`config.mk`:
```
export PLATFORM = sky130hd
export DESIGN_NAME = apb_latency_scaler
export DESIGN_NICKNAME = d
export VERILOG_FILES = /design/src/rtl/apb_delayer_pkg.sv /design/src/rtl/sat_accum.sv /design/src/rtl/apb_latency_scaler.sv
export SDC_FILE = /design/constraint.sdc
export NUM_CORES = 1
export LEC_CHECK = 0
export ABC_AREA = 1
export CAP_MARGIN = 10
export CORE_MARGIN = 2
export CORE_UTILIZATION = 35
export DETAILED_ROUTE_END_ITERATION = 8
export PLACE_DENSITY = 0.62
export SYNTH_ARGS = -nofsm -noshare
export SYNTH_HDL_FRONTEND = slang
export SYNTH_SLANG_ARGS = --single-unit
```
`constraint.sdc`:
```
create_clock -name clock -period 6.5 [get_ports clock]
set_input_delay 1.625 -clock clock [delete_from_list [all_inputs] [get_ports clock]]
set_output_delay 1.625 -clock clock [all_outputs]
set_load 0.03 [all_outputs]
```
`src/rtl/apb_delayer_pkg.sv`:
```
// Shared definitions for the APB latency-scaling bridge.
//   state_e       : bridge FSM states
//   DEF_WIN_*     : default address window (base inclusive, limit exclusive)
//   sat_add()     : unsigned add that clamps at 2^width-1 instead of wrapping
package apb_delayer_pkg;

    typedef enum logic [1:0] {
        IDLE,
        FWD,
        WAIT
    } state_e;

    localparam logic [31:0] DEF_WIN_BASE  = 32'ha000_0000;
    localparam logic [31:0] DEF_WIN_LIMIT = 32'hc000_0000;

    // Operands are zero-extended to 64 bits by the caller; width must be < 64.
    function automatic logic [63:0] sat_add(input logic [63:0] a,
                                            input logic [63:0] b,
                                            input int unsigned width);
        logic [64:0] sum;
        logic [64:0] max;
        sum = {1'b0, a} + {1'b0, b};
        max = (65'd1 << width) - 65'd1;
        return (sum > max) ? max[63:0] : sum[63:0];
    endfunction

endpackage

```
`src/rtl/sat_accum.sv`:
```
// Saturating accumulator with synchronous clear and add-enable.
// Ports:
//   clock, reset : clock and asynchronous active-high reset
//   clear        : zero the accumulator (wins over add_en)
//   add_en       : load next_sum into the accumulator
//   inc          : increment added each enabled cycle
//   next_sum     : sat(value + inc), combinational look-ahead of the next value
module sat_accum
    import apb_delayer_pkg::*;
#(
    parameter int unsigned CNT_W = 20,
    parameter int unsigned INC_W = 12
) (
    input  logic             clock,
    input  logic             reset,
    input  logic             clear,
    input  logic             add_en,
    input  logic [INC_W-1:0] inc,
    output logic [CNT_W-1:0] next_sum
);

    logic [CNT_W-1:0] value_q;
    logic [63:0]      sum_wide;
    logic             unused_sum_hi;

    assign sum_wide      = sat_add(64'(value_q), 64'(inc), CNT_W);
    assign next_sum      = sum_wide[CNT_W-1:0];
    // Bits above CNT_W are always zero after saturation.
    assign unused_sum_hi = ^sum_wide[63:CNT_W];

    always_ff @(posedge clock or posedge reset) begin
        if (reset) begin
            value_q <= '0;
        end else if (clear) begin
            value_q <= '0;
        end else if (add_en) begin
            value_q <= next_sum;
        end
    end

endmodule

```
`src/rtl/apb_latency_scaler.sv`:
```
// APB latency-scaling bridge. Passes APB transfers from the upstream fabric
// (in_*) to a slow peripheral (out_*). Transfers inside [WIN_BASE, WIN_LIMIT)
// have their upstream access phase stretched to
// max(k_total, floor(k_total * ratio / 2^FRAC_BITS)); all others pass through.
// Ports:
//   clock, reset        : clock and asynchronous active-high reset
//   ratio               : unsigned fixed-point scale, sampled at transfer start
//   in_p*  (request in) : upstream request; in_pready/prdata/pslverr respond
//   out_p* (request out): downstream request; out_pready/prdata/pslverr respond
module apb_latency_scaler
    import apb_delayer_pkg::*;
#(
    parameter int unsigned        ADDR_W    = 32,
    parameter int unsigned        DATA_W    = 32,
    parameter logic [ADDR_W-1:0]  WIN_BASE  = ADDR_W'(DEF_WIN_BASE),
    parameter logic [ADDR_W-1:0]  WIN_LIMIT = ADDR_W'(DEF_WIN_LIMIT),
    parameter int unsigned        FRAC_BITS = 4,
    parameter int unsigned        RATIO_W   = 12,
    parameter int unsigned        CNT_W     = 20
) (
    input  logic                  clock,
    input  logic                  reset,
    input  logic [RATIO_W-1:0]    ratio,

    input  logic [ADDR_W-1:0]     in_paddr,
    input  logic                  in_psel,
    input  logic                  in_penable,
    input  logic [2:0]            in_pprot,
    input  logic                  in_pwrite,
    input  logic [DATA_W-1:0]     in_pwdata,
    input  logic [DATA_W/8-1:0]   in_pstrb,
    output logic                  in_pready,
    output logic [DATA_W-1:0]     in_prdata,
    output logic                  in_pslverr,

    output logic [ADDR_W-1:0]     out_paddr,
    output logic                  out_psel,
    output logic                  out_penable,
    output logic [2:0]            out_pprot,
    output logic                  out_pwrite,
    output logic [DATA_W-1:0]     out_pwdata,
    output logic [DATA_W/8-1:0]   out_pstrb,
    input  logic                  out_pready,
    input  logic [DATA_W-1:0]     out_prdata,
    input  logic                  out_pslverr
);

    state_e               state_q, state_d;
    logic [RATIO_W-1:0]   r_q, r_d;
    logic [CNT_W-1:0]     cnt_q, cnt_d;
    logic [DATA_W-1:0]    cap_data_q, cap_data_d;
    logic                 cap_err_q, cap_err_d;

    logic                 acc_clear;
    logic                 acc_add;
    logic [CNT_W-1:0]     acc_next;   // sat(acc + r_q)
    logic [CNT_W-1:0]     k_next;     // sat(k + 1)
    logic [CNT_W-1:0]     t_val;      // scaled target access length
    logic                 win_hit;

    assign win_hit = in_psel && (in_paddr >= WIN_BASE) && (in_paddr < WIN_LIMIT);
    assign t_val   = acc_next >> FRAC_BITS;

    // Scaled downstream time, in 1/2^FRAC_BITS cycle units.
    sat_accum #(
        .CNT_W (CNT_W),
        .INC_W (RATIO_W)
    ) u_acc (
        .clock    (clock),
        .reset    (reset),
        .clear    (acc_clear),
        .add_en   (acc_add),
        .inc      (r_q),
        .next_sum (acc_next)
    );

    // Downstream access cycles seen so far.
    sat_accum #(
        .CNT_W (CNT_W),
        .INC_W (1)
    ) u_k (
        .clock    (clock),
        .reset    (reset),
        .clear    (acc_clear),
        .add_en   (acc_add),
        .inc      (1'b1),
        .next_sum (k_next)
    );

    always_ff @(posedge clock or posedge reset) begin
        if (reset) begin
            state_q    <= IDLE;
            r_q        <= '0;
            cnt_q      <= '0;
            cap_data_q <= '0;
            cap_err_q  <= 1'b0;
        end else begin
            state_q    <= state_d;
            r_q        <= r_d;
            cnt_q      <= cnt_d;
            cap_data_q <= cap_data_d;
            cap_err_q  <= cap_err_d;
        end
    end

    always_comb begin
        out_paddr   = in_paddr;
        out_psel    = in_psel;
        out_penable = in_penable;
        out_pprot   = in_pprot;
        out_pwrite  = in_pwrite;
        out_pwdata  = in_pwdata;
        out_pstrb   = in_pstrb;
        in_pready   = out_pready;
        in_prdata   = out_prdata;
        in_pslverr  = out_pslverr;

        state_d    = state_q;
        r_d        = r_q;
        cnt_d      = cnt_q;
        cap_data_d = cap_data_q;
        cap_err_d  = cap_err_q;
        acc_clear  = 1'b0;
        acc_add    = 1'b0;

        unique case (state_q)
            IDLE: begin
                if (win_hit) begin
                    r_d       = ratio;
                    acc_clear = 1'b1;
                    state_d   = FWD;
                end
            end

            FWD: begin
                if (!in_psel) begin
                    // Master abandoned the transfer: no response.
                    in_pready  = 1'b0;
                    cap_data_d = '0;
                    cap_err_d  = 1'b0;
                    state_d    = IDLE;
                end else if (in_penable) begin
                    acc_add = 1'b1;
                    if (out_pready) begin
                        if (t_val > k_next) begin
                            // Hold the upstream; remaining cycles counted in WAIT.
                            in_pready  = 1'b0;
                            cap_data_d = out_prdata;
                            cap_err_d  = out_pslverr;
                            cnt_d      = t_val - k_next - CNT_W'(1);
                            state_d    = WAIT;
                        end else begin
                            state_d = IDLE;
                        end
                    end
                end
            end

            WAIT: begin
                out_psel    = 1'b0;
                out_penable = 1'b0;
                in_prdata   = cap_data_q;
                in_pslverr  = cap_err_q;
                if (!in_psel) begin
                    in_pready  = 1'b0;
                    cap_data_d = '0;
                    cap_err_d  = 1'b0;
                    state_d    = IDLE;
                end else if (cnt_q == '0) begin
                    in_pready = 1'b1;
                    state_d   = IDLE;
                end else begin
                    in_pready = 1'b0;
                    cnt_d     = cnt_q - CNT_W'(1);
                end
            end

            default: begin
                state_d = IDLE;
            end
        endcase

        // Keep both sides quiet while reset is held, even though IDLE mirrors.
        if (reset) begin
            out_psel    = 1'b0;
            out_penable = 1'b0;
            in_pready   = 1'b0;
        end
    end

endmodule

```
==> flow_metrics.env, run 1 <==
export IMPL_status="finished clean"
export IMPL_io_pins=230
export IMPL_gp_congestion=0.901
export IMPL_core_area_sq_um=23600
export IMPL_setup_viol=0
export IMPL_wl_per_cell_um=13.9
export IMPL_cts_buffer_depth=2
export IMPL_timing_setup_tns_ns=0
export IMPL_first_global_vias=7141
export IMPL_max_slew_margin_rel_pct=28.1
export IMPL_hold_viol=0
export IMPL_detail_route_vias_per_cell=4.89
export IMPL_crit_top_cell="nand2_1"
export IMPL_finClkSkew_ns=0.00597
export IMPL_final_common_cell="nand2_1"
export IMPL_grtUsageTotal_pct=16.5
export IMPL_worstPathRequired_ns=4.88
export IMPL_overflow=0
export IMPL_final_cell_mix="nand2_1 (359), dfrtp_1 (107), inv_1 (101), clkdlybuf4s50_1 (90), nor2_1 (82)"
export IMPL_met1_usage_pct=21.7
export IMPL_fp_dieArea_sq_um=25500
export IMPL_initial_core_util_pct=35.9
export IMPL_antenna_found_initial=0
export IMPL_crit_fanout=14
export IMPL_final_fill_count=2447
export IMPL_grtUsageMet3_pct=2.16
export IMPL_max_stage_delay_ns=0.36
export IMPL_ys_types=46
export IMPL_dr_pass1_iters=5
export IMPL_synthToLayoutAreaGrowth_pct=11.8
export IMPL_period_needed_ns=6.11
export IMPL_n_antenna_cell=0
export IMPL_fin_util_pct=40.2
export IMPL_clk_latency_ns=0.35
export IMPL_cts_htree_levels=3
export IMPL_die_h_um=160
export IMPL_cts_tree="built"
export IMPL_detail_route_antenna_nets=0
export IMPL_leakagePower_nw=4.49
export IMPL_finalMaxSlewViolations=0
export IMPL_path_class="reg -> out"
export IMPL_ys_ff_latch=107
export IMPL_numClockSinks=107
export IMPL_grt_max_degree=67
export IMPL_rows=56
export IMPL_synthCells=1187
export IMPL_nNetsFinal=1354
export IMPL_hpwlAfterDp_mm=15.4
export IMPL_cts_clk_slew_worst_paths_ns=0.08
export IMPL_syn_area_sq_um=8480
export IMPL_slowest_stage="dfrtp_1"
export IMPL_wl_mm=21.1
export IMPL_postSynth_asyncResetShare_pct=100
export IMPL_synth_warnings=0
export IMPL_hold_buffers=0
export IMPL_grt_busiest_layer="met2"
export IMPL_ys_seq_area_share_pct=31.6
export IMPL_cts_buffers=9
export IMPL_drive_gt1_share_pct=13.5
export IMPL_cts_root_buffer="clkbuf_16"
export IMPL_reg2reg_slack_ns=1.51
export IMPL_endpoint_kind="primary output"
export IMPL_min_period_over_period_pct=94.1
export IMPL_dr_first_iter_drc_count=605
export IMPL_grt_pass1_wl_mm=35.2
export IMPL_drc=0
export IMPL_ir_worst_vdd_mv=0.336
export IMPL_powerDensity_nw_per_um2=583
export IMPL_synth_flop_cell="dfrtp_1"
export IMPL_dr_total_vias=7422
export IMPL_max_freq_mhz=164
export IMPL_use_met2_pct=28.5
export IMPL_io_buffers=91
export IMPL_synth_edff_count=0
export IMPL_cap_violations=0
export IMPL_hold_path_class="reg -> reg"
export IMPL_tightest_slew_ns=1.08
export IMPL_syn_avg_cell_area_sq_um=7.14
export IMPL_cp_start_kind="flop"
export IMPL_syn_nets=1347
export IMPL_critPathArrivalTime_ns=4.49
export IMPL_die_w_um=160
-- worst max-delay path, delay by kind of cell, from the launching register on --
kind	cells	cell delay [ns]
AND/OR/NAND/NOR	20	2.10
flip-flops	1	0.36
AO/OA/AOI/OAI	4	0.53
buffers and inverters	4	0.44
adder cells (fa/ha/maj)	3	0.73
-- timing repair --
action | 4_1_cts | 5_1_grt
setup endpoints to repair | 1 | 1
gates resized for setup | 1 | 23
gates cloned | 0 | 0
setup buffers | 0 | 4
pin swaps | 0 | 3
-- Yosys cell counts, types with 6 or more instances --
master    number  share of area [%]
a21oi_1       52                3.1
nor2_1        85                3.8
nor2_4         6               0.80
nand4_1       15                1.1
xnor2_1        7               0.72
inv_1        103                4.6
buf_4         73                6.5
dfrtp_1      107                 32
xor2_1        14                1.4
a22o_1         7               0.72
or2_2          6               0.44
mux2_2        11                1.5
ha_1          36                5.3
o21ai_1       22                1.3
nand2_2       38                2.8
nand3_1       50                3.0
a31oi_1        6               0.44
o21ai_0       50                3.0
nand2_1      362                 16
o22ai_1       19                1.4
nor3_1         9               0.53
clkbuf_1      22               0.97
nor2_2        10               0.74
o21ai_2       31                3.2
-- cell type report --
type | instances | area, sq um | area share, %
Inverter | 106 | 403 | 4.25
Tap cell | 319 | 399 | 4.21
Sequential cell | 107 | 2680 | 28.2
Timing Repair Buffer | 102 | 991 | 10.4
Multi-Input combinational cell | 868 | 4730 | 49.8
Clock inverter | 5 | 45.0 | 0.475
Clock buffer | 11 | 243 | 2.56
-- through the flow --
step | power, W | cells | setup WS (ns) | instance area (sq um) | hold slack [ns]
floorplan | 0.00416 | 1187 | 0.108 | 8480 | 0.453
global placement | 0.00486 | 1498 | 0.519 | 9100 | 0.467
detailed placement | 0.00488 | 1498 | 0.404 | 9100 | 0.471
CTS | 0.00546 | 1514 | 0.101 | 9390 | 0.491
global route | 0.00612 | 1518 | -0.0446 | 9480 | 0.513
finish | 0.00553 | 1518 | 0.386 | 9480 | 0.489
-- flip-flops by register name, summed over array words and instances, names as in the netlist --
signal and cells:
cap_data_q 32, cap_err_q 1, cnt_q 20, r_q 12
state_q 2, u_acc.value_q 20, u_k.value_q 20
-- routing by layer --
| metal | routed length (um) | up-vias |
|---|---|---|
| li1 | - | 3795 |
| met2 | 10200 | 166 |
| met5 | 0 | - |
| met4 | 329 | 0 |
| met3 | 796 | 29 |
| met1 | 9790 | 3432 |
-- final timing paths --
kind,start,end,cells past startpoint
worst max-delay path,u_acc.value_q[0]$_DFFE_PP0P_,in_pready,31
min in group asynchronous,reset,r_q[8]$_DFFE_PP0P_,2
worst min-delay path,cap_data_q[30]$_DFFE_PP0P_,cap_data_q[30]$_DFFE_PP0P_,2
worst max register to register,u_k.value_q[1]$_DFFE_PP0P_,cnt_q[18]$_DFFE_PP0P_,29
worst min register to register,cap_data_q[30]$_DFFE_PP0P_,cap_data_q[30]$_DFFE_PP0P_,2
max in group asynchronous,reset,cap_data_q[23]$_DFFE_PP0P_,3
-- cell families (layout without fill, tap and decap cells) --
kind of cell / after synthesis / count (layout) / synth area share, %
and+or+nand+nor: 598 / 598 / 31.1
buffers and inverters: 212 / 224 / 13.6
AOI/OAI and AO/OA: 200 / 200 / 14.3
DFF: 107 / 107 / 31.6
adders and majority gates: 38 / 38 / 5.78
xor gates and xnor gates: 21 / 21 / 2.17
muxes: 11 / 11 / 1.46
-- report_power, final --
group	internal (W)	leakage, nW	switching [W]	total [W]
logic	0.00142	2.97	0.00239	0.00381
registers	0.000949	1.38	0.000220	0.00117
clock network	0.000277	0.138	0.000274	0.000551
total	0.00265	4.49	0.00288	0.00553
Power figures use the tool's default switching activity.
==> run 2: changes to the inputs <==
--- a/config.mk
+++ b/config.mk
@@ -10,6 +10,7 @@
 export CORE_MARGIN = 2
 export CORE_UTILIZATION = 35
 export DETAILED_ROUTE_END_ITERATION = 8
+export GPL_TIMING_DRIVEN = 1
 export PLACE_DENSITY = 0.62
 export SYNTH_ARGS = -nofsm -noshare
 export SYNTH_HDL_FRONTEND = slang
==> results of run 2 <==
Same layout as run 1: the final DEF is identical, and so are final timing and power.
==> run 3: changes to the inputs <==
--- a/config.mk
+++ b/config.mk
@@ -7,7 +7,6 @@
 export LEC_CHECK = 0
 export ABC_AREA = 1
 export CAP_MARGIN = 10
-export CORE_MARGIN = 2
 export CORE_UTILIZATION = 35
 export DETAILED_ROUTE_END_ITERATION = 8
 export GPL_TIMING_DRIVEN = 1
==> run 3 against run 2 <==
Critical path depth up 1. Sequential cell count is the same. First-iteration DRC count is 26% lower. Via count grew 0.11%. Fmax barely moved.
==> flow_metrics.env, run 3 (synthesis results as in run 1) <==
export IMPL_p_switching_w=0.00284
export IMPL_fin_util_pct=40.4
export IMPL_drive_gt1_share_pct=13.6
export IMPL_seq_power_share_pct=21.0
export IMPL_max_flop_register="cap_data_q"
export IMPL_r2r_cells=31
export IMPL_antenna_found_initial=0
export IMPL_hold_end="cap_data_q[29]$_DFFE_PP0P_"
export IMPL_fp_dieArea_sq_um=24900
export IMPL_largest_reg_flops=32
export IMPL_finClkSkew_ns=0.0114
export IMPL_netSwitchingFraction_pct=51.2
export IMPL_tightest_slew_ns=1.07
export IMPL_fin_ws_ns=0.391
export IMPL_cts_buffers=9
export IMPL_final_common_cell="nand2_1"
export IMPL_cap_violations=0
export IMPL_powerDensity_nw_per_um2=582
export IMPL_reg2reg_slack_ns=1.55
export IMPL_hold_viol=0
export IMPL_overflow=0
export IMPL_gp_congestion=0.868
export IMPL_detail_route_antenna_nets=0
export IMPL_leakagePower_nw=4.51
export IMPL_cts_htree_levels=3
export IMPL_setup_viol=0
export IMPL_clk_latency_ns=0.36
export IMPL_power_frac_clock_pct=10.7
export IMPL_r2r_end="cap_data_q[30]$_DFFE_PP0P_"
export IMPL_dr_total_vias=7430
export IMPL_slowest_stage="fa_1"
export IMPL_p_comb_share_pct=68.2
export IMPL_hold_path_class="reg -> reg"
export IMPL_critPathArrivalTime_ns=4.48
export IMPL_ir_worst_vdd_mv=0.333
export IMPL_grtUsageTotal_pct=17.4
export IMPL_die_w_um=158
export IMPL_critPathBufInv=5
export IMPL_synthToLayoutAreaGrowth_pct=12.4
export IMPL_drc=0
export IMPL_regArea_sq_um=2680
export IMPL_io_pins=230
export IMPL_final_cell_area_sq_um=9530
export IMPL_max_stage_delay_ns=0.36
export IMPL_wl_per_cell_um=13.8
export IMPL_die_h_um=158
export IMPL_reg2reg_from="r_q[0]$_DFFE_PP0P_"
export IMPL_dp_cells=1499
export IMPL_crit_top_cell="nand2_1"
export IMPL_timing_setup_tns_ns=0
export IMPL_grt_max_degree=67
export IMPL_dr_first_iter_drc_count=445
export IMPL_final_fill_count=2491
export IMPL_period_needed_ns=6.11
export IMPL_grt_pass1_wl_mm=34.7
export IMPL_dr_pass1_iters=5
export IMPL_numClockSinks=107
export IMPL_stdcell_count=1520
export IMPL_detail_route_vias_per_cell=4.89
export IMPL_dpl_worst_slack_ns=0.416
export IMPL_rsz0062_at_grt="no"
export IMPL_path_class="reg -> out"
export IMPL_rows=56
export IMPL_core_area_sq_um=23600
export IMPL_postPlaceCellArea_sq_um=9110
export IMPL_status="finished clean"
export IMPL_hpwlAfterDp_mm=15.4
export IMPL_cts_tree="built"
export IMPL_cts_buffer_depth=2
export IMPL_holdPathStages=2
export IMPL_finalMaxSlewViolations=0
export IMPL_first_global_vias=7112
export IMPL_crit_fanout=5
export IMPL_multi_input_area_sq_um=4740
export IMPL_cts_root_buffer="clkbuf_16"
export IMPL_nNetsFinal=1356
export IMPL_max_slew_margin_rel_pct=28.3
export IMPL_cp_start_kind="flop"
export IMPL_io_buffers=91
export IMPL_n_antenna_cell=0
export IMPL_min_period_over_period_pct=94.0
export IMPL_initial_core_util_pct=35.9
export IMPL_wl_mm=21.0
export IMPL_cts_clk_slew_worst_paths_ns=0.07
export IMPL_endpoint_kind="primary output"
export IMPL_worstPathRequired_ns=4.88
export IMPL_hold_path_startpoint="cap_data_q[29]$_DFFE_PP0P_"
export IMPL_crit_family="simple AND/OR/NAND/NOR gates"
export IMPL_p_int_w=0.00271
export IMPL_max_freq_mhz=164
export IMPL_final_cell_mix="nand2_1 (358), dfrtp_1 (107), inv_1 (101), clkdlybuf4s50_1 (90), nor2_1 (82)"
run 3: cell count changes in the layout (fill, tap and decap cells not counted), sizes merged:
cell    delta
buf        +2
bufinv     +2
inv        -2
run 3: cell type report:
class	count	area share, %
Tap cell	319	4.19
Sequential cell	107	28.1
Timing Repair Buffer	104	10.6
Inverter	106	4.23
Multi-Input combinational cell	868	49.7
Clock buffer	11	2.44
Clock inverter	5	0.814
run 3: per-stage QoR:
step	hold WS (ns)	total power (W)
after floorplan	0.453	0.00416
after global placement	0.467	0.00487
after detailed placement	0.472	0.00488
after CTS	0.490	0.00550
after global routing	0.511	0.00615
final	0.484	0.00555
run 3: timing repair:
item	4_1_cts	5_1_grt
hold buffers	0	0
buffers inserted	0	5
setup endpoints to repair	1	1
pin swaps	0	3
resized for setup	1	24
run 3: how the worst max path moves through the flow:
stage,depth (start not counted),startpoint,slack (ns),end
global placement,31,r_q[0]$_DFFE_PP0P_,0.50,in_pready
CTS,26,r_q[2]$_DFFE_PP0P_,0.09,in_pready
detailed placement,31,r_q[0]$_DFFE_PP0P_,0.42,in_pready
floorplan,3,reset,0.11,in_pready
finish,32,r_q[0]$_DFFE_PP0P_,0.39,in_pready
global route,32,u_acc.value_q[0]$_DFFE_PP0P_,0.007,in_pready
run 3: tightest hold or removal path, stage by stage, from the launching register on:
cell     delay, ns
dfrtp_1       0.34
nand2_1       0.06
o21ai_2       0.05
run 3: power by group through the flow:
stage	combinational, W	clock, W	sequential, W
finish	0.00378	0.000596	0.00117
global placement	0.00370	0	0.00117
detailed placement	0.00370	0	0.00118
CTS	0.00372	0.000613	0.00117
floorplan	0.00304	0	0.00112
global route	0.00430	0.000636	0.00121
run 3: routing by layer:
metal / up-vias / track usage [%] / wire, um / part of all wire (%)
li1: 3798 / - / - / -
met1: 3412 / 22.9 / 9760 / 46
met2: 178 / 28.7 / 9930 / 47
met3: 42 / 2.79 / 895 / 4.3
met4: 0 / 6.10 / 455 / 2.2
met5: - / 0 / 0 / 0
